$ cat src/rtl/wb_pkg.sv
// Shared types for the writeback stage: source select and write request.
package wb_pkg;

    localparam int XLEN_DEF   = 32;
    localparam int REG_ADDR_W = 5;

    typedef enum logic [1:0] {
        WB_NONE,
        WB_ALU,
        WB_LSU
    } wb_src_e;

    typedef struct packed {
        logic [REG_ADDR_W-1:0] rd;
        logic [XLEN_DEF-1:0]   data;
    } wb_req_t;

endpackage

$ cat src/rtl/wb_scoreboard.sv
// Pending-write scoreboard for long-latency destinations.
// Bit 0 is tied low; a same-cycle set wins over clear.
module wb_scoreboard
    import wb_pkg::*;
(
    input  logic                  clk,
    input  logic                  rst,
    input  logic                  set_en,
    input  logic [REG_ADDR_W-1:0] set_idx,
    input  logic                  clr_en,
    input  logic [REG_ADDR_W-1:0] clr_idx,
    input  logic [REG_ADDR_W-1:0] rd_a_idx,
    input  logic [REG_ADDR_W-1:0] rd_b_idx,
    input  logic [REG_ADDR_W-1:0] rd_c_idx,
    output logic                  busy_a,
    output logic                  busy_b,
    output logic                  busy_c
);

    logic [31:0] pend_q;
    logic [31:0] pend_d;

    always_comb begin
        pend_d = pend_q;
        if (clr_en) pend_d[clr_idx] = 1'b0;
        if (set_en) pend_d[set_idx] = 1'b1;
        pend_d[0] = 1'b0;
    end

    always_ff @(posedge clk) begin
        if (rst) pend_q <= '0;
        else     pend_q <= pend_d;
    end

    assign busy_a = pend_q[rd_a_idx];
    assign busy_b = pend_q[rd_b_idx];
    assign busy_c = pend_q[rd_c_idx];

endmodule

$ cat src/rtl/wb_arbiter.sv
// Writeback arbiter: ALU/LSU merge into one registered write port, with
// scoreboard and operand bypass. Define WB_PERF_EN for perf counters.
module wb_arbiter
    import wb_pkg::*;
#(
    parameter int XLEN         = XLEN_DEF,
    parameter int STARVE_LIMIT = 4
) (
    input  logic                  clk,
    input  logic                  rst,
    input  logic                  alu_valid,
    output logic                  alu_ready,
    input  logic [REG_ADDR_W-1:0] alu_rd,
    input  logic [XLEN-1:0]       alu_data,
    input  logic                  lsu_valid,
    output logic                  lsu_ready,
    input  logic [REG_ADDR_W-1:0] lsu_rd,
    input  logic [XLEN-1:0]       lsu_data,
    input  logic                  issue_valid,
    input  logic                  issue_long,
    input  logic [REG_ADDR_W-1:0] issue_rd,
    input  logic [REG_ADDR_W-1:0] rs1_addr,
    input  logic [REG_ADDR_W-1:0] rs2_addr,
    input  logic [XLEN-1:0]       reg_rs1_value,
    input  logic [XLEN-1:0]       reg_rs2_value,
    output logic [XLEN-1:0]       rs1_fwd_value,
    output logic [XLEN-1:0]       rs2_fwd_value,
    output logic                  rs1_busy,
    output logic                  rs2_busy,
    output logic                  rd_busy,
`ifdef WB_PERF_EN
    output logic [31:0]           perf_wr_cnt,
    output logic [31:0]           perf_stall_cnt,
`endif
    output logic                  write_regf_en,
    output logic [REG_ADDR_W-1:0] addr_rd,
    output logic [XLEN-1:0]       rd_value
);

    localparam logic [3:0] LIMIT = 4'(STARVE_LIMIT);

    logic [3:0]            cnt_q, cnt_d;
    logic                  wen_q, wen_d;
    logic [REG_ADDR_W-1:0] addr_q, addr_d;
    logic [XLEN-1:0]       val_q, val_d;
    logic                  starve;
    logic                  lsu_acc;
    wb_src_e               src;
    wb_req_t               req;

    // Once the LSU has waited long enough it takes the port for one cycle.
    assign starve    = (cnt_q == LIMIT);
    assign alu_ready = !starve;
    assign lsu_ready = starve || !alu_valid;
    assign lsu_acc   = lsu_valid && lsu_ready;

    always_comb begin
        src = WB_NONE;
        if (starve) begin
            if (lsu_valid) src = WB_LSU;
        end else if (alu_valid) begin
            src = WB_ALU;
        end else if (lsu_valid) begin
            src = WB_LSU;
        end
    end

    always_comb begin
        req = '0;
        unique case (src)
            WB_ALU:  req = '{rd: alu_rd, data: alu_data};
            WB_LSU:  req = '{rd: lsu_rd, data: lsu_data};
            default: req = '0;
        endcase
    end

    always_comb begin
        cnt_d  = '0;
        wen_d  = 1'b0;
        addr_d = addr_q;
        val_d  = val_q;
        if (!starve && lsu_valid && !lsu_ready) cnt_d = cnt_q + 4'd1;
        if (src != WB_NONE) begin
            wen_d  = (req.rd != '0);
            addr_d = req.rd;
            val_d  = req.data;
        end
    end

    always_ff @(posedge clk) begin
        if (rst) begin
            cnt_q  <= '0;
            wen_q  <= 1'b0;
            addr_q <= '0;
            val_q  <= '0;
        end else begin
            cnt_q  <= cnt_d;
            wen_q  <= wen_d;
            addr_q <= addr_d;
            val_q  <= val_d;
        end
    end

    assign write_regf_en = wen_q;
    assign addr_rd       = addr_q;
    assign rd_value      = val_q;

    assign rs1_fwd_value = (wen_q && addr_q == rs1_addr && rs1_addr != '0)
                           ? val_q : reg_rs1_value;
    assign rs2_fwd_value = (wen_q && addr_q == rs2_addr && rs2_addr != '0)
                           ? val_q : reg_rs2_value;

    wb_scoreboard u_sb (
        .clk      (clk),
        .rst      (rst),
        .set_en   (issue_valid && issue_long && issue_rd != '0),
        .set_idx  (issue_rd),
        .clr_en   (lsu_acc),
        .clr_idx  (lsu_rd),
        .rd_a_idx (rs1_addr),
        .rd_b_idx (rs2_addr),
        .rd_c_idx (issue_rd),
        .busy_a   (rs1_busy),
        .busy_b   (rs2_busy),
        .busy_c   (rd_busy)
    );

`ifdef WB_PERF_EN
    logic [31:0] pwr_q, pwr_d;
    logic [31:0] pst_q, pst_d;

    always_comb begin
        pwr_d = pwr_q + {31'd0, wen_q};
        pst_d = pst_q + {31'd0, (lsu_valid && !lsu_ready)};
    end

    always_ff @(posedge clk) begin
        if (rst) begin
            pwr_q <= '0;
            pst_q <= '0;
        end else begin
            pwr_q <= pwr_d;
            pst_q <= pst_d;
        end
    end

    assign perf_wr_cnt    = pwr_q;
    assign perf_stall_cnt = pst_q;
`endif

endmodule

$ cat config.mk
export PLATFORM = sky130hd
export DESIGN_NAME = wb_arbiter
export DESIGN_NICKNAME = d
export VERILOG_FILES = /design/src/rtl/wb_pkg.sv /design/src/rtl/wb_scoreboard.sv /design/src/rtl/wb_arbiter.sv
export SDC_FILE = /design/constraint.sdc
export NUM_CORES = 1
export LEC_CHECK = 0
export CORE_UTILIZATION = 40
export DETAILED_ROUTE_END_ITERATION = 7
export PLACE_DENSITY = 0.89
export SYNTH_ARGS = -nofsm -noshare
export SYNTH_HDL_FRONTEND = slang
export SYNTH_HIERARCHICAL = 1
export SYNTH_SLANG_ARGS = --single-unit
$ cat constraint.sdc
create_clock -name clk -period 2.8 [get_ports clk]
set_input_delay 0.7 -clock clk [delete_from_list [all_inputs] [get_ports clk]]
set_output_delay 0.7 -clock clk [all_outputs]
set_load 0.02 [all_outputs]
==> impl_metrics.env, run 1 <==
export IMPL_fin_crit_ns=2.94
export IMPL_yosysTopAreaCellShare_pct=30.0
export IMPL_cts_htree_levels=3
export IMPL_antenna_found_initial=0
export IMPL_worstPathRequired_ns=2.10
export IMPL_antenna_cells=0
export IMPL_wl_met2_um=11800
export IMPL_fmax_ghz=0.340
export IMPL_r2r_slack_ns=0.53
export IMPL_die_w_um=112
export IMPL_cp_num_buf_inv=5
export IMPL_whs_endpoint="cnt_q[0]$_SDFF_PP0_"
export IMPL_drt_iter0_drc=731
export IMPL_slowest_delay_ns=0.32
export IMPL_yosys_top_cells_area="dfxtp_1 30%, mux2_2 14%, a22oi_1 6.6%"
export IMPL_syn_inst=556
export IMPL_path_clk_slew_ns=0.06
export IMPL_setup_violations=60
export IMPL_placement_io_buffers=265
export IMPL_vias_per_cell=6.25
export IMPL_hpwl_um=17100
export IMPL_cp_start_kind="input pin"
export IMPL_grt_max_degree=42
export IMPL_finalHoldViolations=0
export IMPL_cts_root_buf="clkbuf_16"
export IMPL_grt_pass1_vias=5984
export IMPL_synth_edf_count=0
export IMPL_hold_path_class="reg2reg"
export IMPL_crit_slowest_cell="mux2_4"
export IMPL_routedWlPerCell_um=25.8
export IMPL_whs_path_depth=1
export IMPL_vias=6252
export IMPL_outcome="complete, but fails checks"
export IMPL_place_congestion=0.972
export IMPL_synthToLayoutAreaGrowth_pct=83.0
export IMPL_yosysSeqAreaShare_pct=30.0
export IMPL_routed_wl_um=25900
export IMPL_r2r_start="cnt_q[0]$_SDFF_PP0_"
export IMPL_drive_gt1_share_pct=29.1
export IMPL_final_util_pct=76.5
export IMPL_syn_avg_cell_area_um2=8.76
export IMPL_num_rows=39
export IMPL_critPathCaptureType="output port"
export IMPL_met1Wirelength_um=9650
export IMPL_clock_skew_ns=0.00516
export IMPL_path_max_fanout=8
export IMPL_worstReg2RegEnd="rd_value[1]$_SDFFE_PP0N_"
export IMPL_ys_ff_latch=73
export IMPL_min_from="cnt_q[0]$_SDFF_PP0_"
export IMPL_highest_layer="met4"
export IMPL_relSlewSlack_pct=16.7
export IMPL_nets=1017
export IMPL_path_common_cell="buf_6"
export IMPL_cts_tree="built"
export IMPL_netlist_area_um2=4870
export IMPL_syn_num_nets=720
export IMPL_place_ws_ns=-0.940
export IMPL_p_leak_uw=0.00357
export IMPL_setup_slack_ns=-0.141
export IMPL_clkLatencyLatePin_ns=0.33
export IMPL_initial_core_util_pct=41.8
export IMPL_period_share_pct=105
export IMPL_antenna_left=0
export IMPL_synthTopCellsByCount="73 x dfxtp_1, 73 x nand2_1, 62 x o21ai_0"
export IMPL_synth_async_reset_ratio_pct=0
export IMPL_maxSlewViolCount=0
export IMPL_ctsLongestPathBuffers=2
export IMPL_cp_arrival_ns=2.24
export IMPL_drt_pass1_iterations=5
export IMPL_reg2regPathDepth=10
export IMPL_drc_errors=0
export IMPL_ios=266
export IMPL_grt_overflow_total=0
export IMPL_ys_flop_type="dfxtp_1"
export IMPL_coreArea_um2=11700
export IMPL_yosys_area_top_type="dfxtp_1"
export IMPL_cts_sinks=73
export IMPL_die_area_um2=12600
export IMPL_cap_viol_max_count=0
export IMPL_cp_cell_sequence="buf_8 > xnor2_4 > nand3_2 > a211oi_4 > buf_6 > buf_6 > buf_12 > mux2_4 > buf_6"
export IMPL_met3WireLength_um=3130
export IMPL_ys_warn_count=6
export IMPL_tightest_slew_ns=1.25
export IMPL_ir_drop_uv=262
export IMPL_critical_path_class="in2out"
export IMPL_violations="setup timing"
export IMPL_power_density_nw_per_um2=361
export IMPL_rsz0062_at_grt="yes"
export IMPL_cts_buffers_inserted=9
export IMPL_grt_use_total_pct=38.2
export IMPL_yosysUniqueCellTypes=42
export IMPL_crit_family="buffers and inverters"
export IMPL_die_height_um=112
export IMPL_grt_pass1_wl_um=35800
metal layers:
layer  GRT usage, %  vias to the layer above
li1               -                     2657
met1           48.5                     2947
met2           59.7                      541
met3           10.3                      107
met4           19.1                        0
met5              0                        -
power by group:
part	total (uW)	internal (uW)	switching, uW
sequential	1100	1060	43.2
clock	1170	697	469
combinational	944	520	424
through the flow:
stage | hold slack (ns) | setup TNS [ns] | std cells | total power (uW) | cell area (um2)
after global placement | 0.445 | -55.52 | 968 | 1940 | 7840
after floorplan | 0.430 | 0 | 556 | 1440 | 4870
final | 0.489 | -4.37 | 1001 | 3210 | 8920
after detailed placement | 0.473 | -57.00 | 968 | 1950 | 7840
after CTS | 0.487 | -4.46 | 998 | 3140 | 8650
after global routing | 0.519 | -5.58 | 1001 | 3300 | 8920
cell families after synthesis:
group                      after synthesis  share of synthesized area [%]
xor gates and xnor gates                10                           1.80
AOI/OAI and AO/OA                      168                           21.2
adders and majority gates                5                           1.28
DFF                                     73                           30.0
muxes                                  100                           25.0
buffers and inverters                   45                           5.60
and+or+nand+nor                        155                           15.1
cells in the final DEF (no fill, tap or decap), types with 4 or more instances in the layout:
master	Yosys	routed
inv_1	9	9
nor3b_1	4	4
mux4_2	6	7
mux2_4	4	63
buf_12	0	11
buf_2	2	5
nand3_1	17	15
clkbuf_16	0	10
nand2b_1	6	6
buf_4	3	37
buf_6	12	75
clkdlybuf4s50_1	0	184
nor2_1	25	23
a21oi_1	41	41
a22oi_1	43	43
ha_1	5	5
dfxtp_1	73	68
nand2_1	73	71
xnor2_2	0	5
nand3b_1	6	6
a22o_1	8	8
mux2i_1	27	25
o21ai_0	62	62
worst reg2reg max path, delay by kind of cell (launching register included):
family / cells / cell delay (ns)
AND/OR/NAND/NOR: 3 / 0.58
buffers and inverters: 4 / 0.51
adder cells (fa/ha/maj): 2 / 0.42
flip-flops: 1 / 0.38
AO/OA/AOI/OAI: 1 / 0.29
how the worst max path moves through the flow:
stage / start / end / slack [ns] / cells after the start
after global placement: rs2_addr[3] / rs2_fwd_value[2] / -0.89 / 7
after global routing: rs2_addr[0] / rs2_fwd_value[31] / -0.15 / 8
final: rs1_addr[1] / rs1_fwd_value[13] / -0.14 / 9
after floorplan: rs2_addr[3] / rs2_fwd_value[6] / 0.18 / 5
after detailed placement: rs2_addr[0] / rs2_fwd_value[13] / -0.94 / 6
after CTS: rs2_addr[3] / rs2_fwd_value[13] / -0.13 / 9
cell type report:
cell class	instances	area [um2]
sequential	73	1470
fill	743	2750
multi-input combinational	438	3550
tap	143	179
clock buffer	9	225
timing repair buffer	322	3380
inverter	9	33.8
clock inverter	7	80.1
state kept, by name (all words and copies together) (netlist names):
register,count
rd_value,32
u_sb/pend_q,31
addr_rd,5
write_regf_en,1
cnt_q,4
timing repair:
action / CTS / global route
pin swaps: 15 / 10
setup endpoints to repair: 67 / 67
endpoints found under the hold margin: 0 / 0
gates cloned: 6 / 1
buffers inserted: 8 / 7
resized for setup: 476 / 85
hold buffers: 0 / 0
Note: power is estimated with default switching activity, not from simulation.
==> run 2: changes to the inputs <==
==> constraint.sdc (replaced) <==
create_clock -name clk -period 3.2 [get_ports clk]
set_input_delay 0.8 -clock clk [delete_from_list [all_inputs] [get_ports clk]]
set_output_delay 0.8 -clock clk [all_outputs]
set_load 0.02 [all_outputs]
==> impl_metrics.env, run 2 (same netlist as run 1, synthesis figures left out) <==
export IMPL_critPathCaptureType="output port"
export IMPL_hpwl_um=16900
export IMPL_cts_htree_levels=3
export IMPL_drt_iter0_drc=691
export IMPL_synthToLayoutAreaGrowth_pct=71.7
export IMPL_outcome="finished clean"
export IMPL_antenna_found_initial=0
export IMPL_dpl_cell_area_um2=7780
export IMPL_cap_viol_max_count=0
export IMPL_coreArea_um2=11700
export IMPL_cp_start_kind="input pin"
export IMPL_hold_path_class="reg2reg"
export IMPL_clock_skew_ns=0.00472
export IMPL_cp_arrival_ns=2.37
export IMPL_ctsLongestPathBuffers=2
export IMPL_antenna_left=0
export IMPL_final_cell_mix="186 x clkdlybuf4s50_1, 73 x nand2_1, 73 x dfxtp_1"
export IMPL_grt_use_total_pct=36.0
export IMPL_maxSlewViolCount=0
export IMPL_power_density_nw_per_um2=324
export IMPL_p_leak_uw=0.00327
export IMPL_drt_pass1_iterations=5
export IMPL_clkLatencyLatePin_ns=0.33
export IMPL_path_clk_slew_ns=0.05
export IMPL_worstPathRequired_ns=2.40
export IMPL_ir_drop_uv=299
export IMPL_hold_slack_ns=0.470
export IMPL_die_height_um=112
export IMPL_ios=266
export IMPL_final_common_cell="clkdlybuf4s50_1"
export IMPL_setup_violations=0
export IMPL_nets=1003
export IMPL_wl_met2_um=10600
export IMPL_met3WireLength_um=2600
export IMPL_drive_gt1_share_pct=26.0
export IMPL_grt_pass1_wl_um=34100
export IMPL_cts_root_buf="clkbuf_16"
export IMPL_routed_wl_um=23300
export IMPL_path_max_fanout=8
export IMPL_relSlewSlack_pct=31.3
export IMPL_tightest_slew_ns=1.03
export IMPL_vias_per_cell=6.00
export IMPL_final_cells=986
export IMPL_placement_io_buffers=265
export IMPL_cts_tree="built"
export IMPL_routedWlPerCell_um=23.6
export IMPL_fmax_ghz=0.316
export IMPL_vias=5915
export IMPL_die_w_um=112
export IMPL_fin_area_um2=8370
export IMPL_period_share_pct=98.9
export IMPL_critical_path_class="in2out"
export IMPL_grt_pass1_vias=5693
export IMPL_die_area_um2=12600
export IMPL_place_congestion=0.929
export IMPL_cts_buffers_inserted=9
export IMPL_place_inst=960
export IMPL_fin_crit_ns=3.17
export IMPL_met1Wirelength_um=9240
export IMPL_highest_layer="met4"
export IMPL_antenna_cells=0
export IMPL_final_util_pct=71.7
export IMPL_r2r_slack_ns=0.88
export IMPL_drc_errors=0
export IMPL_largest_reg_flops=32
export IMPL_cts_sinks=73
export IMPL_initial_core_util_pct=41.8
export IMPL_finalHoldViolations=0
export IMPL_grt_max_degree=41
export IMPL_grt_overflow_total=0
export IMPL_num_rows=39
run 2: what timing repair did:
| action | 4_1_cts | 5_1_grt |
|---|---|---|
| resized for setup | 379 | 28 |
| setup buffers | 6 | 0 |
| endpoints found under the setup margin | 67 | 62 |
| cloned | 6 | 0 |
| hold buffers | 0 | 0 |
| pin swaps | 12 | 13 |
run 2: path summary, 6_finish.rpt:
check                                          from                        to  cells past startpoint
worst min register to register  cnt_q[0]$_SDFF_PP0_       cnt_q[0]$_SDFF_PP0_                      1
worst max register to register  cnt_q[0]$_SDFF_PP0_  rd_value[3]$_SDFFE_PP0N_                      9
worst min-delay path            cnt_q[0]$_SDFF_PP0_       cnt_q[0]$_SDFF_PP0_                      1
worst max-delay path                    rs1_addr[2]         rs1_fwd_value[24]                      8
run 2: report_power, final:
| part | switching (uW) | total, uW | internal (uW) | leakage, uW |
|---|---|---|---|---|
| combinational | 339 | 738 | 399 | 0.00253 |
| sequential | 33.0 | 963 | 930 | 0.000591 |
| clock | 375 | 1010 | 640 | 0.000148 |
| total | 747 | 2710 | 1970 | 0.00327 |
run 2: metal layers:
metal | global-route usage, % | vias up
met5 | 0 | -
met4 | 13.8 | 0
met3 | 9.34 | 64
met2 | 57.4 | 441
met1 | 46.6 | 2778
li1 | - | 2632
run 2: cell type report:
| cell class | instances | area [um2] |
|---|---|---|
| clock buffer | 12 | 256 |
| clock inverter | 3 | 40.0 |
| fill | 857 | 3300 |
| inverter | 9 | 33.8 |
| multi-input combinational | 438 | 3340 |
| sequential | 73 | 1460 |
| tap | 143 | 179 |
| timing repair buffer | 308 | 3060 |
run 2: per-stage QoR:
step,setup WS (ns),setup TNS [ns],power (uW)
after global placement,-0.712,-41.28,1690
after CTS,0.00176,0,2690
after floorplan,0.376,0,1260
after detailed placement,-0.714,-42.58,1690
final,0.0342,0,2710
after global routing,-0.0197,-0.142,2790
run 2: critical path, cell delays in order:
cell and delay [ns]:
clkdlybuf4s15_1 0.19, xnor2_1 0.15, nand2_1 0.10, a211oi_4 0.27
buf_6 0.18, buf_12 0.16, mux2_4 0.34, buf_6 0.14
